`config.mk`:
```
export PLATFORM = sky130hd
export DESIGN_NAME = tick_interval_timer
export DESIGN_NICKNAME = d
export VERILOG_FILES = /design/src/rtl/tick_interval_timer.sv
export SDC_FILE = /design/constraint.sdc
export NUM_CORES = 1
export LEC_CHECK = 0
export ABC_CLOCK_PERIOD_IN_PS = 3500
export BUFFER_PORTS_ARGS = -buffer_cell sky130_fd_sc_hd__buf_2
export CAP_MARGIN = 20
export CORE_MARGIN = 5
export CORE_UTILIZATION = 35
export DETAILED_ROUTE_END_ITERATION = 10
export PLACE_DENSITY = 0.62
export SLEW_MARGIN = 20
export SYNTH_ARGS = -nofsm -noshare
export SYNTH_HDL_FRONTEND = slang
export SYNTH_SLANG_ARGS = --single-unit
export TNS_END_PERCENT = 50
```
`constraint.sdc`:
```
create_clock -name clk -period 3.5 [get_ports clk]
set_clock_uncertainty 0.05 [all_clocks]
set_input_delay 0.175 -clock clk [delete_from_list [all_inputs] [get_ports clk]]
set_output_delay 0.175 -clock clk [all_outputs]
set_load 0.02 [all_outputs]
```
`src/rtl/tick_interval_timer.sv`:
```
// Programmable interval timer clocked by a one-cycle tick pulse; periodic or one-shot, with hold/stop and pending/overrun status.
// Optional count capture port pair enabled by defining TICK_INTERVAL_TIMER_CAPTURE_EN.
module tick_interval_timer #(
  parameter int W                = 16,
  parameter bit ONE_SHOT_DEFAULT = 1'b0
) (
  input  logic         clk,
  input  logic         reset,
  input  logic         tick,
  input  logic         start,
  input  logic         stop,
  input  logic         hold,
  input  logic         one_shot,
  input  logic [W-1:0] period,
  input  logic         ack,
`ifdef TICK_INTERVAL_TIMER_CAPTURE_EN
  input  logic         capture,
  output logic [W-1:0] cap_value,
`endif
  output logic         busy,
  output logic         done_tick,
  output logic         pending,
  output logic         overrun,
  output logic [W-1:0] count
);

  typedef enum logic [1:0] {
    S_IDLE = 2'd0,
    S_RUN  = 2'd1,
    S_HOLD = 2'd2
  } state_t;

  state_t       r_state;
  logic [W-1:0] r_period;
  logic         r_mode;
  logic [W-1:0] r_count;
  logic         r_busy;
  logic         r_done;
  logic         r_pending;
  logic         r_overrun;

  logic w_terminal;
  logic w_expire;

  assign w_terminal = (r_count == (r_period - W'(1)));
  // Only a tick that survives stop/start/hold priority can expire the interval.
  assign w_expire   = (r_state == S_RUN) && !stop && !start && !hold && tick && w_terminal;

  always_ff @(posedge clk or posedge reset) begin
    if (reset) begin
      r_state  <= S_IDLE;
      r_period <= '0;
      r_mode   <= ONE_SHOT_DEFAULT;
      r_count  <= '0;
      r_busy   <= 1'b0;
      r_done   <= 1'b0;
    end else begin
      r_done <= 1'b0;
      if (r_state == S_IDLE) begin
        if (start && (period != '0)) begin
          r_state  <= S_RUN;
          r_period <= period;
          r_mode   <= one_shot;
          r_count  <= '0;
          r_busy   <= 1'b1;
        end
      end else if (stop) begin
        r_state <= S_IDLE;
        r_count <= '0;
        r_busy  <= 1'b0;
      end else if (start) begin
        r_count  <= '0;
        r_period <= period;
        r_mode   <= one_shot;
        if (period == '0) begin
          r_state <= S_IDLE;
          r_busy  <= 1'b0;
        end else begin
          r_state <= S_RUN;
          r_busy  <= 1'b1;
        end
      end else if (hold) begin
        r_state <= S_HOLD;
      end else if (r_state == S_HOLD) begin
        r_state <= S_RUN;
      end else if (tick) begin
        if (w_terminal) begin
          r_count <= '0;
          r_done  <= 1'b1;
          if (r_mode) begin
            r_state <= S_IDLE;
            r_busy  <= 1'b0;
          end
        end else begin
          r_count <= r_count + W'(1);
        end
      end
    end
  end

  // A coincident ack consumes the earlier event, so overrun only reflects expiries after it.
  always_ff @(posedge clk or posedge reset) begin
    if (reset) begin
      r_pending <= 1'b0;
      r_overrun <= 1'b0;
    end else if (w_expire) begin
      r_pending <= 1'b1;
      r_overrun <= ack ? 1'b0 : (r_overrun | r_pending);
    end else if (ack) begin
      r_pending <= 1'b0;
      r_overrun <= 1'b0;
    end
  end

`ifdef TICK_INTERVAL_TIMER_CAPTURE_EN
  logic [W-1:0] r_cap;

  // On a terminal tick the registered count still holds period_reg - 1.
  always_ff @(posedge clk or posedge reset) begin
    if (reset) begin
      r_cap <= '0;
    end else if (capture) begin
      r_cap <= (r_state == S_IDLE) ? '0 : r_count;
    end
  end

  assign cap_value = r_cap;
`endif

  assign busy      = r_busy;
  assign done_tick = r_done;
  assign pending   = r_pending;
  assign overrun   = r_overrun;
  assign count     = r_count;

endmodule

```
==> qor.csv <==
stage;metric;value;unit
clocking;cts_resized;0;
floorplan;fp.dieW;95.6;um
finish;nNetsFinal;335;
clocking;ctsRootBufferMaster;clkbuf_8;
placed_design;numPortBuffers;43;
global_routing;grt_first_pass_wirelength;10700;um
detailed_routing;met2WireLength;3330;um
yosys;synth_compound_area_share;15.3;%
yosys;synthArstFlopShare;100;%
global_routing;grtUsageTotal;15.3;%
detailed_routing;highest_layer;met4;
yosys;synthAdderAreaFrac;0.977;%
clocking;htree_levels;2;
clocking;clock_latency;290;ps
finish;fin_cells;408;
worst_setup_path;cp-start-kind;flip-flop;
yosys;synth_simple_gate_area_share;21.2;%
min_path;hold_path_class;in2reg;
floorplan;initial_core_util;35.7;%
detailed_routing;met3_length;175;um
yosys;yosys_warnings;0;
global_routing;grt_antenna_before_repair;0;
detailed_routing;drc;0;
yosys;syn_inst;265;
finish;final_area;2950;um^2
finish;n_antenna_cell;0;
timing;finalSetupViolCount;0;
worst_setup_path;end_kind;flip-flop;
job;maxCapViolCount;0;
worst_setup_path;worst-path-max-fanout;14;
floorplan;fp-row-count;31;
floorplan;die_y;95.6;um
global_routing;grt_pass1_vias;2053;
detailed_routing;vias;2171;
timing;fmax;330;MHz
yosys;synth_ff_type;dfrtp_1;
yosys;ys_seq_elements;39;
placed_design;dp_hpwl;5130;um
floorplan;coreArea;7180;um^2
pwr;p_per_area;381;nW/um^2
placed_design;placed_cells;399;
yosys;synth_edf_count;0;
finish;syn2layout_area_growth;15.2;%
floorplan;io_pins;44;
finish;final_common_cell;buf_2;
detailed_routing;first_pass_iters;4;
yosys;ys_seq_area_share;38.1;%
detailed_routing;wl;6630;um
finish;drive_gt1_share;29.4;%
yosys;yosysUniqueCellTypes;55;
placed_design;place_area;2850;um^2
finish;layout_common_cells;buf_2 (43), dfrtp_1 (39), nand2_1 (26);
timing;tightest_slew;836;ps
finish;fillers;725;
yosys;syn_nets;291;
timing;slew_headroom;44.3;%
detailed_routing;viasPerCell;5.32;
worst_setup_path;worst_ep_arrival_time;3150;ps
detailed_routing;wire_per_inst;16.3;um
pwr;peakVddDrop;0.147;mV
yosys;synthXorXnorAreaFrac;11.6;%
clocking;path_clk_slew;80;ps
yosys;avgSynthCellArea;9.67;um^2
timing;slew_viol_final;0;
detailed_routing;wl_met1;2950;um
worst_setup_path;setup.worst_path.class;reg2reg;
detailed_routing;ant_nets;0;
timing;hold_viol_final;0;
clocking;cts_tree;yes;
global_routing;grt_max_degree;21;
outcome;status;finished clean;
worst_setup_path;reg2reg_slack;470;ps
yosys;syn-cell-area;2560;um^2
pwr;leakagePower;1.21;nW
clocking;numCtsBuffers;5;
timing;rsz0062_at_grt;no;
clocking;cts_sinks;39;
placed_design;gp_congestion;0.864;
global_routing;grt-ovfl-total;0;
worst_setup_path;crit_required;3620;ps
floorplan;dieArea;9130;um^2
detailed_routing;drt-initial-drc-count;128;
yosys;synth_top_family_by_area;simple AND/OR/NAND/NOR gates;
timing;fin_crit_sh;86.7;%
timing;period_needed;3030;ps
clocking;clock_path_buffers;2;
timing;tns;0;ps
yosys;synth.mux.area_fraction;7.03;%
-- area by class of cell --
class	instances	area, um^2	share of cell area (%)
flip-flops and latches	39	976	33.1
clock inverters	1	5.00	0.169
inverters	10	37.5	1.27
clock buffers	6	82.6	2.80
well taps	99	124	4.19
repair buffers	51	288	9.75
multi-input cells	202	1440	48.8
-- worst paths after layout --
| kind | startpoint | endpoint | cells past startpoint |
|---|---|---|---|
| worst max-delay path | r_period[0] | count[6] | 10 |
| worst min-delay path | period[1] | r_period[1] | 3 |
| worst max register to register | r_period[0] | count[6] | 10 |
| worst min register to register | overrun | overrun | 2 |
| max in group asynchronous | reset | r_period[12] | 4 |
| min in group asynchronous | reset | pending | 3 |
-- metal layers --
metal,vias up,GRT usage (%)
met2,47,24.4
met4,0,6.04
met5,-,0
met3,12,1.97
li1,1053,-
met1,1059,20.8
-- synthesized netlist by cell type, types with 2 or more instances --
cell      instances  share of area (%)
nor2_1           12                1.8
nor4_1           11                2.7
o211ai_1          2               0.59
and3_1            5                1.2
ha_1              2               0.98
nor3_1           10                2.0
mux2_2           16                7.0
nand4b_1          3                1.0
nand3_1           7                1.4
xnor2_1          21                7.2
or4_1             3               0.88
o32ai_1           2               0.68
nand4_1           2               0.49
a31oi_1           3               0.73
xor2_1           13                4.4
nor3b_1           2               0.59
nand2b_1          2               0.49
nand2_1          26                3.8
dfrtp_1          39                 38
buf_6             4                1.8
nor4b_1           2               0.68
buf_4             2               0.59
inv_1            10                1.5
or4b_4            2                1.1
clkbuf_1          5               0.73
a211oi_1          3               0.88
o31ai_1           3               0.88
a21oi_1           9                1.8
buf_2             2               0.39
a21oi_2           9                3.1
o21ai_0           9                1.8
-- registers in the layout, summed over array words and instances, names as in the netlist --
name	count
busy	1
r_mode	1
count	16
r_state	2
overrun	1
r_period	16
done_tick	1
pending	1
-- per-stage QoR --
step | worst slack (ps) | power, mW | hold WS [ps] | utilization [%]
floorplan | 776 | 0.744 | 191 | -
global placement | 492 | 0.807 | 302 | 39.4
detailed placement | 478 | 0.812 | 253 | 39.7
CTS | 462 | 1.13 | 64.3 | 41.2
global route | 211 | 1.18 | 67.9 | 41.2
finish | 466 | 1.12 | 63.8 | 41.2
-- report_power, final --
group / switching, mW / total [mW] / internal (mW) / leakage (nW)
clock network: 0.165 / 0.319 / 0.155 / 0.0470
logic: 0.136 / 0.260 / 0.124 / 0.657
registers: 0.0597 / 0.546 / 0.486 / 0.502
total: 0.360 / 1.12 / 0.765 / 1.21
-- what timing repair did --
item,CTS,global route
setup buffers,0,0
hold endpoints to repair,15,0
hold buffers,2,0
-- critical path, cell delays in order, from the launching register on --
cell and delay (ps):
dfrtp_1 440, inv_1 90, ha_1 210, or4b_4 510, nor3_1 260, xnor2_1 150
o2111ai_1 220, nor4_4 480, or2_1 160, buf_4 230, a211oi_1 100
-- cell families after synthesis --
kind of cell / count (synthesis)
AND/OR/NAND/NOR: 96
AO/OA/AOI/OAI: 54
flip-flops: 39
XOR/XNOR: 34
buffers and inverters: 24
multiplexers: 16
adder cells (fa/ha/maj): 2
No activity file was read; power rests on OpenSTA's default activity.
